===== config.mk =====
export PLATFORM = sky130hd
export DESIGN_NAME = perf_counter_bank_flat
export DESIGN_NICKNAME = d
export VERILOG_FILES = /design/src/rtl/perf_counter_bank_if.sv /design/src/rtl/perf_counter_bank.sv /design/src/flat_wrapper.sv
export SDC_FILE = /design/constraint.sdc
export NUM_CORES = 1
export LEC_CHECK = 0
export CAP_MARGIN = 40
export CORE_UTILIZATION = 60
export CTS_BUF_LIST = sky130_fd_sc_hd__clkbuf_8
export CTS_CLUSTER_DIAMETER = 50
export DETAILED_ROUTE_END_ITERATION = 7
export PLACE_DENSITY = 0.93
export RECOVER_POWER = 100
export SYNTH_ARGS = -nofsm -noshare
export SYNTH_HDL_FRONTEND = slang
export SYNTH_SLANG_ARGS = --single-unit

===== constraint.sdc =====
create_clock -name i_clk -period 23.1 [get_ports i_clk]
set_input_delay 2.31 -clock i_clk [delete_from_list [all_inputs] [get_ports i_clk]]
set_output_delay 2.31 -clock i_clk [all_outputs]
set_load 0.02 [all_outputs]

===== src/rtl/perf_counter_bank_if.sv =====
// Control, readout and syscall-history signals of the performance counter bank.
// Latency: none; this is pure wiring between the driver and the bank.
// Backpressure: none; a history pop is simply ignored while the FIFO is empty.
interface perf_counter_bank_if #(
    parameter int NUM_EVT = 4,
    parameter int CNT_W   = 32
);
    logic               i_run;
    logic [NUM_EVT-1:0] i_evt;
    logic               i_clr;
    logic               i_snap;
    logic [3:0]         i_rd_sel;
    logic [CNT_W-1:0]   o_rd_data;
    logic [CNT_W-1:0]   o_cycles;
    logic [NUM_EVT:0]   o_ovf;
    logic               i_sys_valid;
    logic [31:0]        i_sys_a;
    logic [31:0]        i_sys_b;
    logic [31:0]        o_disp_data;
    logic               o_hist_valid;
    logic [31:0]        o_hist_data;
    logic               i_hist_pop;
    logic               o_hist_drop;

    // The counter bank itself.
    modport slave (
        input  i_run, i_evt, i_clr, i_snap, i_rd_sel,
        input  i_sys_valid, i_sys_a, i_sys_b, i_hist_pop,
        output o_rd_data, o_cycles, o_ovf,
        output o_disp_data, o_hist_valid, o_hist_data, o_hist_drop
    );

    // The core or debug logic that drives the bank.
    modport master (
        output i_run, i_evt, i_clr, i_snap, i_rd_sel,
        output i_sys_valid, i_sys_a, i_sys_b, i_hist_pop,
        input  o_rd_data, o_cycles, o_ovf,
        input  o_disp_data, o_hist_valid, o_hist_data, o_hist_drop
    );
endinterface


===== src/rtl/perf_counter_bank.sv =====
// Cycle and event counters with snapshot readout, plus a syscall display register and history FIFO.
// Latency: counts, snapshots and pushes are visible 1 cycle later; rd_data and hist_data are combinational.
// Backpressure: none; a full history FIFO overwrites its oldest entry and sets a sticky drop flag.
module perf_counter_bank #(
    parameter int NUM_EVT    = 4,
    parameter int CNT_W      = 32,
    parameter int SAT        = 0,
    parameter int HIST_DEPTH = 4
) (
    input  logic               i_clk,
    input  logic               i_rst,
    perf_counter_bank_if.slave bus
);
    localparam int NCH = NUM_EVT + 1;
    localparam int AW  = $clog2(HIST_DEPTH);
    localparam logic [AW:0] DEPTH_C = (AW+1)'(HIST_DEPTH);

    // ---------------- counters ----------------
    logic [CNT_W-1:0] r_cnt    [NCH];
    logic [CNT_W-1:0] r_shadow [NCH];
    logic [NCH-1:0]   r_ovf;
    logic [NCH-1:0]   w_inc;
    logic [CNT_W-1:0] w_rd_data;

    // Channel 0 counts every running cycle; channel i+1 counts evt[i] while running.
    assign w_inc = {bus.i_evt & {NUM_EVT{bus.i_run}}, bus.i_run};

    // Live counters: clear wins over increment; at all-ones an increment wraps or holds and flags overflow.
    always_ff @(posedge i_clk or posedge i_rst) begin
        if (i_rst) begin
            for (int ch = 0; ch < NCH; ch++) r_cnt[ch] <= '0;
            r_ovf <= '0;
        end else if (bus.i_clr) begin
            for (int ch = 0; ch < NCH; ch++) r_cnt[ch] <= '0;
            r_ovf <= '0;
        end else begin
            for (int ch = 0; ch < NCH; ch++) begin
                if (w_inc[ch]) begin
                    if (&r_cnt[ch]) begin
                        r_ovf[ch] <= 1'b1;
                        r_cnt[ch] <= (SAT != 0) ? r_cnt[ch] : '0;
                    end else begin
                        r_cnt[ch] <= r_cnt[ch] + 1'b1;
                    end
                end
            end
        end
    end

    // Shadow bank takes the pre-edge live values, so snap together with clr is a lossless read-and-clear.
    always_ff @(posedge i_clk or posedge i_rst) begin
        if (i_rst) begin
            for (int ch = 0; ch < NCH; ch++) r_shadow[ch] <= '0;
        end else if (bus.i_snap) begin
            for (int ch = 0; ch < NCH; ch++) r_shadow[ch] <= r_cnt[ch];
        end
    end

    // Shadow readout mux; out-of-range selects read as zero.
    always_comb begin
        w_rd_data = '0;
        for (int ch = 0; ch < NCH; ch++) begin
            if (bus.i_rd_sel == 4'(ch)) w_rd_data = r_shadow[ch];
        end
    end

    assign bus.o_rd_data = w_rd_data;
    assign bus.o_cycles  = r_cnt[0];
    assign bus.o_ovf     = r_ovf;

    // ---------------- syscall display and history ----------------
    logic [31:0] r_disp;
    logic [31:0] r_mem [HIST_DEPTH];
    logic [AW-1:0] r_wptr, r_rptr;
    logic [AW:0]   r_count;
    logic          r_drop;
    logic          w_show, w_empty, w_full, w_pop;

    // Service codes 10 (exit) and 50 are control calls and never reach the display.
    assign w_show  = bus.i_sys_valid && (bus.i_sys_a != 32'd10) && (bus.i_sys_a != 32'd50);
    assign w_empty = (r_count == '0);
    assign w_full  = (r_count == DEPTH_C);
    assign w_pop   = bus.i_hist_pop && !w_empty;

    // Display register holds the most recent shown payload.
    always_ff @(posedge i_clk or posedge i_rst) begin
        if (i_rst) r_disp <= '0;
        else if (w_show) r_disp <= bus.i_sys_b;
    end

    // History storage; contents need no reset because reads are gated by the count.
    always_ff @(posedge i_clk) begin
        if (w_show) r_mem[r_wptr] <= bus.i_sys_b;
    end

    // FIFO bookkeeping: a push into a full FIFO with no pop evicts the head and sets the sticky drop flag.
    always_ff @(posedge i_clk or posedge i_rst) begin
        if (i_rst) begin
            r_wptr  <= '0;
            r_rptr  <= '0;
            r_count <= '0;
            r_drop  <= 1'b0;
        end else begin
            if (w_show) r_wptr <= r_wptr + 1'b1;
            if (w_pop || (w_show && w_full)) r_rptr <= r_rptr + 1'b1;
            if (w_show && !w_pop && !w_full) r_count <= r_count + 1'b1;
            else if (!w_show && w_pop) r_count <= r_count - 1'b1;
            if (w_show && !w_pop && w_full) r_drop <= 1'b1;
        end
    end

    assign bus.o_disp_data  = r_disp;
    assign bus.o_hist_valid = !w_empty;
    assign bus.o_hist_data  = w_empty ? 32'd0 : r_mem[r_rptr];
    assign bus.o_hist_drop  = r_drop;
endmodule

===== src/flat_wrapper.sv =====
// flat-port wrapper written by rule: the top's interface ports become plain ports
module perf_counter_bank_flat 
#(
    parameter int NUM_EVT    = 4,
    parameter int CNT_W      = 32,
    parameter int SAT        = 0,
    parameter int HIST_DEPTH = 4
)
  (i_clk, i_rst, bus_i_run, bus_i_evt, bus_i_clr, bus_i_snap, bus_i_rd_sel, bus_i_sys_valid, bus_i_sys_a, bus_i_sys_b, bus_i_hist_pop, bus_o_rd_data, bus_o_cycles, bus_o_ovf, bus_o_disp_data, bus_o_hist_valid, bus_o_hist_data, bus_o_hist_drop);
  perf_counter_bank_if #(.NUM_EVT(NUM_EVT), .CNT_W(CNT_W)) bus_i ();
  input  logic i_clk;
  input  logic i_rst;
  input wire logic [$bits(bus_i.i_run)-1:0] bus_i_run;
  input wire logic [$bits(bus_i.i_evt)-1:0] bus_i_evt;
  input wire logic [$bits(bus_i.i_clr)-1:0] bus_i_clr;
  input wire logic [$bits(bus_i.i_snap)-1:0] bus_i_snap;
  input wire logic [$bits(bus_i.i_rd_sel)-1:0] bus_i_rd_sel;
  input wire logic [$bits(bus_i.i_sys_valid)-1:0] bus_i_sys_valid;
  input wire logic [$bits(bus_i.i_sys_a)-1:0] bus_i_sys_a;
  input wire logic [$bits(bus_i.i_sys_b)-1:0] bus_i_sys_b;
  input wire logic [$bits(bus_i.i_hist_pop)-1:0] bus_i_hist_pop;
  output wire logic [$bits(bus_i.o_rd_data)-1:0] bus_o_rd_data;
  output wire logic [$bits(bus_i.o_cycles)-1:0] bus_o_cycles;
  output wire logic [$bits(bus_i.o_ovf)-1:0] bus_o_ovf;
  output wire logic [$bits(bus_i.o_disp_data)-1:0] bus_o_disp_data;
  output wire logic [$bits(bus_i.o_hist_valid)-1:0] bus_o_hist_valid;
  output wire logic [$bits(bus_i.o_hist_data)-1:0] bus_o_hist_data;
  output wire logic [$bits(bus_i.o_hist_drop)-1:0] bus_o_hist_drop;
  assign bus_i.i_run = bus_i_run;
  assign bus_i.i_evt = bus_i_evt;
  assign bus_i.i_clr = bus_i_clr;
  assign bus_i.i_snap = bus_i_snap;
  assign bus_i.i_rd_sel = bus_i_rd_sel;
  assign bus_i.i_sys_valid = bus_i_sys_valid;
  assign bus_i.i_sys_a = bus_i_sys_a;
  assign bus_i.i_sys_b = bus_i_sys_b;
  assign bus_i.i_hist_pop = bus_i_hist_pop;
  assign bus_o_rd_data = bus_i.o_rd_data;
  assign bus_o_cycles = bus_i.o_cycles;
  assign bus_o_ovf = bus_i.o_ovf;
  assign bus_o_disp_data = bus_i.o_disp_data;
  assign bus_o_hist_valid = bus_i.o_hist_valid;
  assign bus_o_hist_data = bus_i.o_hist_data;
  assign bus_o_hist_drop = bus_i.o_hist_drop;
  perf_counter_bank #(.NUM_EVT(NUM_EVT), .CNT_W(CNT_W), .SAT(SAT), .HIST_DEPTH(HIST_DEPTH)) u_core (.i_clk(i_clk), .i_rst(i_rst), .bus(bus_i));
endmodule

# Yosys cells after proc, flatten, opt, wreduce, memory -nomap -nowiden
# Memory sizes are Yosys's and may differ from the RTL's.
# Index checks and enable logic that the tools add are counted.
# op_classes
n_addsub	9
eq_ne	7
mux	32
bitwise	1
reduce_logical	36
# op_table
cell	n
$mux W32	16
$add A32 B1 Y32 const B	5
$mux W160	1
$reduce_and A32 Y1	5
$ne A32 B4 Y1 const B	1
$ne A32 B6 Y1 const B	1
$reduce_bool A2 Y1	11
$mux W1	12
$reduce_and A2 Y1	5
$eq A4 B2 Y1 const B	2
$logic_and A1 B1 Y1	8
$mux W3	2
$mux W5	1
$add A2 B1 Y2 const B	2
$and A4 B4 Y4	1
$eq A4 B1 Y1 const B	1
$eq A4 B3 Y1 const B	1
$logic_not A1 Y1	4
$logic_not A4 Y1	1
$add A3 B1 Y3 const B	1
$eq A3 B3 Y1 const B	1
$logic_not A3 Y1	1
$sub A3 B1 Y3 const B	1
$logic_or A1 B1 Y1	1
# word_totals
regBits	365
mem_bits_rw	128
memories	1
# memory_table
name	depth	width	read_ports	rd_clocked_by_memory_dff	wr	line	text
u_core.r_mem	4	32	1	0	1	perf_counter_bank.sv:73	logic [31:0] r_mem [HIST_DEPTH];

# Depth between registers and ports, before layout
# Gate-level depths: netlist of the first run.
# depth
word_depth	7
depth_mapped	11
ltp_nobuf	9

# Worst setup path before layout of the first run
# Ideal clock, no wire load.
# synth_path
path_type	input port to output port
start	in bus_i_rd_sel[0]
end	out bus_o_rd_data[15]
t_arrival_ps	3886
setup_slack_ps	16904
path_stages	5
cell_sequence	clkbuf_1 > nor4b_1 > clkbuf_1 > a222oi_1 > a21oi_1
# synth_via
elab_chain_len	6
elab_cells_between_ends	10
classes_between	4 x eq/ne; 5 x mux; 1 x reduce/logical
# synth_lines
element	line	text
start: declaration	flat_wrapper.sv:17	input wire logic [$bits(bus_i.i_rd_sel)-1:0] bus_i_rd_sel;
$logic_not A4 Y1	perf_counter_bank.sv:63	if (bus.i_rd_sel == 4'(ch)) w_rd_data = r_shadow[ch];
$mux W32 (4 in a row)	perf_counter_bank.sv:63	
$mux W32 *	perf_counter_bank.sv:63	
end: declaration	flat_wrapper.sv:22	output wire logic [$bits(bus_i.o_rd_data)-1:0] bus_o_rd_data;
# Every way passes the cells marked *; elsewhere a longest branch is shown, timed or not.

==> results.md, run 1 <==
* Num rows at 69
* Tightest Hold Check Type: register to register
* Max IR drop VDD at 0.0590 mV
* Worst-skew pair later-pin latency at 620 ps
* Chip width at 192 um
* Reg2reg start: u_core.r_cnt[36]
* CTS tree: done
* Die area at 37,000 sq um
* Clk buf depth at 3
* Pins Over Slew Limit at 762
* Crit path required time at 23,100 ps
* DRT iter0 DRCs at 1,343
* Clock root cell: clkbuf_8
* Top_reg_cell synth: dfrtp_1
* Global-route wire length before repair at 82,300 um
* Num Clock Sinks at 493
* Leak at 0.0112 uW
* Setup TNS at 0 ps
* # resized after CTS at 0
* Largest net degree at the start of global routing at 120
* Final core occ at 0.722
* Pwr/cell area at 83.8 nW/um^2
* Final Hold Fails at 0
* Max Cap Violations at 16
* Gr ovfl total at 0
* Pre-CTS setup slack at 15,600 ps
* Startpoint type of the worst setup path: primary input
* Switching Power at 613 uW
* Initial antenna violation count at 0
* End of the worst register-to-register path: u_core.r_cnt[56]
* Routed Antenna Nets at 0
* Vert. Die Dim at 192 um
* # IOs at 214
* Status: complete, but fails checks
* Routed via count at 15,000
* Placer Congestion at 0.890
* Worst setup margin at 13,050 ps
* GRT Util Overall at 0.290
* Clk pin slew, worst setup/hold paths at 70 ps
* Post-CTS Setup Bufs at 0
* Seq cells post-synth at 493
* Router iterations before antenna repair at 8
* Worst Min Path Start: u_core.bus.o_ovf[3]
* CTS buffer count at 79
* Hold Path Depth at 1
* Residual DRC at 44
* Yosys warning total at 0
* Antenna Cells at 0
* Final Cycle Share at 0.435
* Flop2flop setup slack at 19,200 ps
* Clock Power Share at 0.343
* Pint at 1540 uW
* Mapped Area at 21,800 sq um
* Syn Area/Cell at 12.7 sq um
* Minimum clock period at 10,050 ps
* Hpwl dp at 34,700 um
* WP data arrival at 10,050 ps
* Wire per inst at 21.4 um
* Mapped Cells at 1,711
* Starting Density at 0.611
* Type of element capturing the critical path: asynchronous set/reset pin
* Placeable Area at 35,700 sq um
* Switching Share at 0.284
* Vias in the first global route at 15,400
* Reg2reg path depth at 7
* Hold worst-path end: u_core.bus.o_ovf[3]
* # hold bufs at CTS at 0
* Final setup viols at 0
* Worst Path Max Fanout at 119
* Sequential area share after synthesis at 0.596
* EDFF count, synth at 128
* Final wirelength at 52,600 um
* Failing checks: design-rule violations, max-capacitance violations, max-slew violations
* Fmax at 99.5 MHz
* RSZ-0062 raised after global routing: no
* H-tree levels at 3
* Post-synth ARST share at 0.740
* Synthesized net count at 1,800
* Clock Skew at 28.9 ps
* Kind of critical path: primary input to asynchronous set/reset pin
* Library cells used by synthesis at 50
* Via/cell ratio at 6.10
* Share of cells above drive strength 1 at 0.201
* Sequential Power Share at 0.462
* Fin nets at 2,024
* Worst-Margin Slew at 5250 ps
* Combinational share of power at 0.194
* P&R area growth vs syn at 18.2%
* IO Port Bufs at 213
* Slew headroom at -2.52
==> sequential cells by signal, indices dropped and copies added (netlist names) <==
name	flops
u_core.r_shadow	160
u_core.r_cnt	128
u_core.r_count	3
u_core.r_mem	128
u_core.bus.o_cycles	32
u_core.bus.o_ovf	5
u_core.bus.o_disp_data	32
u_core.r_rptr	2
u_core.bus.o_hist_drop	1
u_core.r_wptr	2
==> area by class of cell <==
type	instances	area, sq um
multi-input cells	1090	8190
clock buffers	96	1320
clock inverters	49	250
flip-flops and latches	493	13000
fillers	2101	9920
repair buffers	247	2330
inverters	24	91.3
well taps	461	577
==> power by group through the flow <==
stage               Sequential, uW  Combinational (uW)  Clock [uW]
floorplan                     1000                 263           0
global placement              1010                 407           0
finish                         997                 419         741
detailed placement            1010                 446           0
global route                  1000                 450         791
CTS                            994                 451         754
==> cells in the mapped netlist (2+ instances only) <==
master,number,share of area
nor3_1,20,0.0046
nand2_1,130,0.022
edfxtp_1,128,0.18
o31ai_1,2,0.00069
a21oi_1,30,0.0069
nor2_1,210,0.036
and2_1,37,0.011
a222oi_1,32,0.015
ha_1,9,0.0052
nor4b_1,4,0.0016
xnor2_1,63,0.025
and3_1,15,0.0043
nand3b_1,6,0.0021
or3_1,5,0.0014
o2111ai_1,2,0.00080
buf_2,9,0.0021
mux4_2,32,0.033
buf_1,4,0.00069
o211ai_1,2,0.00069
mux2_2,226,0.12
clkbuf_1,57,0.0098
o21a_1,4,0.0014
or4_1,3,0.0010
nand4_1,39,0.011
or2_2,6,0.0017
inv_1,24,0.0041
buf_4,32,0.011
and2_0,2,0.00057
nor2b_1,5,0.0014
nand2b_1,3,0.00086
nand3_1,59,0.014
dfrtp_1,365,0.42
xor2_1,90,0.036
o21ai_0,7,0.0016
nor4_1,16,0.0046
and4_1,18,0.0072
buf_6,2,0.0010
==> critical path, cell delays in order <==
cell and delay, ps:
dlygate4sd3_1 550, clkinvlp_2 2880, clkbuf_1 1750, clkbuf_1 2360
==> logic make-up after synthesis <==
family	Yosys count	synth area share
flip-flops	493	0.596
adder cells (fa/ha/maj)	10	0.00609
XOR/XNOR	153	0.0616
buffers and inverters	128	0.0288
AO/OA/AOI/OAI	86	0.0297
AND/OR/NAND/NOR	583	0.128
multiplexers	258	0.150
==> per-layer routing <==
| layer | up-vias | GRT usage | part of all wire |
|---|---|---|---|
| met3 | 130 | 0.0655 | 0.093 |
| li1 | 6508 | - | - |
| met5 | - | 0 | 0 |
| met4 | 0 | 0.115 | 0.031 |
| met2 | 758 | 0.475 | 0.49 |
| met1 | 7621 | 0.375 | 0.39 |
==> worst max path at each step <==
stage               startpoint                      to  cells past startpoint
5_1_grt                  i_rst  u_core.bus.o_cycles[1]                      4
3_3_place_gp   bus_i_rd_sel[0]       bus_o_rd_data[26]                      7
3_5_place_dp   bus_i_rd_sel[0]        bus_o_rd_data[0]                      7
4_1_cts        bus_i_rd_sel[0]        bus_o_rd_data[0]                      7
6_report                 i_rst         u_core.r_cnt[1]                      4
2_1_floorplan            i_rst  u_core.bus.o_cycles[0]                      1
==> stage by stage <==
stage          cell area [sq um]  cells  hold WS [ps]  power [uW]
2_1_floorplan              21800   1711           475        1260
3_3_place_gp               24200   2302           459        1420
3_5_place_dp               24400   2314           493        1460
4_1_cts                    25900   2459           507        2200
5_1_grt                    25700   2460           511        2240
6_report                   25700   2460           490        2160
==> cell usage in the layout, fill, tap and decap left out, types with 4 or more instances in the layout <==
master / netlist / layout
dfrtp_1: 365 / 365
mux2_2: 226 / 223
nor2_1: 210 / 206
dlygate4sd3_1: 0 / 165
nand2_1: 130 / 130
edfxtp_1: 128 / 128
clkbuf_8: 0 / 96
xor2_1: 90 / 90
xnor2_1: 63 / 63
nand3_1: 59 / 59
clkdlybuf4s50_1: 0 / 47
inv_1: 24 / 40
nand4_1: 39 / 39
and2_1: 37 / 34
mux4_2: 32 / 32
a222oi_1: 32 / 32
a21oi_1: 30 / 30
nor3_1: 20 / 20
clkbuf_1: 57 / 20
and4_1: 18 / 18
nor4_1: 16 / 15
and3_1: 15 / 15
clkinv_1: 0 / 13
clkinv_2: 0 / 12
ha_1: 9 / 9
buf_4: 32 / 9
o21ai_0: 7 / 8
or2_2: 6 / 6
nand3b_1: 6 / 6
and2_0: 2 / 5
nor2b_1: 5 / 5
or3_1: 5 / 5
o21a_1: 4 / 4
nor4b_1: 4 / 4
nor2_2: 0 / 4
clkinvlp_4: 0 / 4
(Power assumes the default switching activity.)
==> run 2, diff against run 1 <==
Settings changed: CORE_UTILIZATION 60 to 59, PLACE_DENSITY 0.93 to 0.92.
Clock period 23.1 ns to 9.5 ns, I/O delays scaled along.
==> run 2 against run 1 <==
Effect of this change: the flow finishes with violations (max-capacitance violations, max-slew violations); sequential cell count unchanged; clock skew shrank 1.1 ps; critical path depth grew 1; total power increased by 140%; register-to-register slack got worse by 14000 ps; sequential power up 140%; worst hold slack got worse by 6.6 ps; critical path type unchanged; largest cell class unchanged.
==> results.md, run 2 (synthesized netlist as in run 1, its figures left out) <==
* Inst Count DP at 2,320 (+0.26%)
* Setup TNS at 0 ps (unchanged)
* Placer Congestion at 0.867 (-2.7%)
* # hold bufs at CTS at 0 (unchanged)
* IO Port Bufs at 213 (unchanged)
* Pwr/cell area at 203 nW/um^2 (+140%)
* Hold Path Depth at 1 (unchanged)
* DRT iter0 DRCs at 1,400 (+4.2%)
* Num Clock Sinks at 493 (unchanged)
* CTS buffer count at 78 (-1.3%)
* # resized after CTS at 0 (unchanged)
* Antenna Cells at 0 (unchanged)
* Vias in the first global route at 15,700 (+1.8%)
* Max Cap Violations at 18 (+2)
* Routed via count at 15,000 (-0.047%)
* Reg2reg start: u_core.r_cnt[35]
* Final Hold Fails at 0 (unchanged)
* Type of element capturing the critical path: asynchronous set/reset pin
* Global-route wire length before repair at 85,600 um (+4.1%)
* Largest Register: u_core.r_shadow
* Worst Min Path Start: u_core.bus.o_hist_drop
* CP max stage cell: clkbuf_1
* Failing checks: max-capacitance violations, max-slew violations
* H-tree levels at 3 (unchanged)
* Post-CTS Setup Bufs at 0 (unchanged)
* Initial antenna violation count at 1 (+1)
* Most frequent cells in the layout: 365 x dfrtp_1, 225 x mux2_2, 206 x nor2_1
* Final setup viols at 0 (unchanged)
* End of the worst register-to-register path: u_core.r_cnt[60]
* Clk pin slew, worst setup/hold paths at 60 ps (about the same)
* Final wirelength at 53,600 um (+2.0%)
* Slew headroom at -2.12 (+0.398)
* Clock root cell: clkbuf_8
* Vert. Die Dim at 194 um (+0.83%)
* Die area at 37,700 sq um (+1.7%)
* Max IR drop VDD at 0.123 mV (+110%)
* Number of flip-flops under the largest register name at 160 (unchanged)
* Pre-CTS setup slack at 4940 ps (-10,670 ps)
* Crit path required time at 9740 ps (-13,360 ps)
* Worst Path Max Fanout at 45 (-62%)
* Largest stage delay, worst path at 1730 ps (-1150 ps)
* Tightest Hold Check Type: register to register
* Minimum clock period at 6010 ps
* Worst-Margin Slew at 4680 ps (-568 ps)
* Clk buf depth at 3 (unchanged)
* Num rows at 69 (unchanged)
* Fmax at 167 MHz
* Gr ovfl total at 0 (unchanged)
* GRT Util Overall at 0.290 (+0.000866)
* Routed Antenna Nets at 0 (unchanged)
* Biggest regs: u_core.r_shadow x160, u_core.r_cnt x128, u_core.r_mem x128
* Router iterations before antenna repair at 7 (-1)
* Flop2flop setup slack at 5520 ps (-13,680 ps)
* WP data arrival at 6250 ps (-3800 ps)
* Chip width at 194 um (+0.83%)
* Hold worst-path end: u_core.bus.o_hist_drop
* Cell mode on critical path: clkbuf_1
* Startpoint type of the worst setup path: primary input
* Leak at 0.0112 uW (+0.65%)
* Fin nets at 2,028 (+0.20%)
* Reg2reg path depth at 7 (unchanged)
* Starting Density at 0.606 (-0.00440)
* Worst setup margin at 3490 ps (-9550 ps)
* RSZ-0062 raised after global routing: no
* Residual DRC at 0 (-100%)
* Placeable Area at 35,900 sq um (+0.73%)
* Cell Count, Final, Fillers Out at 2,458 (-0.081%)
* # IOs at 214 (unchanged)
* Total design power at 5260 uW (+140%)
* CTS tree: done
* Final Cycle Share at 0.632
* Status: complete, but fails checks
* Worst path cell trace: dlygate4sd3_1, clkinvlp_4, clkbuf_1, clkbuf_1, clkbuf_1
* Worst-skew pair later-pin latency at 620 ps (about the same)
* Via/cell ratio at 6.11 (about the same)
* Largest net degree at the start of global routing at 84 (-30%)
* Hold Slack at 483 ps (-6.65 ps)
* Wire per inst at 21.8 um (+2.1%)
* Kind of critical path: primary input to asynchronous set/reset pin
* Pins Over Slew Limit at 624 (-18%)
* Share of cells above drive strength 1 at 0.205 (+0.00421)
* P&R area growth vs syn at 18.7%
* Most common cell after layout, fill and taps aside: dfrtp_1
* Hpwl dp at 35,100 um (+1.2%)
* Clock Skew at 27.8 ps (-1.09 ps)
run 2: changes by cell type in the layout (fill, tap and decap cells not counted), moves of 2 or more:
cell        previous run  this run
clkinvlp_4             4         2
mux2_2               223       225
clkbuf_8              96       101
inv_1                 40        43
buf_16                 0         3
mux2_1                 3         1
clkinv_1              13         1
run 2: metal layers:
layer / track usage / vias to the layer above / wire (um)
li1: - / 6516 / -
met2: 0.486 / 714 / 26700
met5: 0 / - / 0
met4: 0.100 / 0 / 1460
met1: 0.378 / 7659 / 21000
met3: 0.0611 / 121 / 4490
run 2: where the power goes:
part           leakage (uW)  switching [uW]  internal [uW]
logic               0.00417             562            478
clock network      0.000904             828            980
registers           0.00618            73.5           2340
run 2: stage by stage:
| step | area [sq um] | utilization |
|---|---|---|
| floorplan | 21800 | - |
| global placement | 24200 | 0.673 |
| detailed placement | 24400 | 0.680 |
| CTS | 26000 | 0.724 |
| global route | 25800 | 0.720 |
| finish | 25800 | 0.720 |
run 2: final cells by class:
| type | count | area (sq um) |
|---|---|---|
| Inverter | 24 | 93.8 |
| Timing Repair Buffer | 252 | 2430 |
| Clock inverter | 37 | 190 |
| Fill cell | 2193 | 10100 |
| Multi-Input combinational cell | 1090 | 8190 |
| Tap cell | 461 | 577 |
| Clock buffer | 101 | 1390 |
| Sequential cell | 493 | 13000 |
run 2: worst max path at each step:
stage / from / end / slack [ps] / depth (start not counted)
after global routing: i_rst / u_core.r_shadow[150] / 2470 / 5
after detailed placement: bus_i_rd_sel[0] / bus_o_rd_data[8] / 4940 / 7
after CTS: bus_i_rd_sel[0] / bus_o_rd_data[8] / 4910 / 7
after global placement: bus_i_rd_sel[0] / bus_o_rd_data[2] / 4980 / 7
final: i_rst / u_core.r_shadow[150] / 3490 / 5
after floorplan: i_rst / u_core.bus.o_cycles[0] / 3650 / 1
run 2: critical path: cells and delay by family:
family	cells	cell delay (ps)
buffers and inverters	5	5240
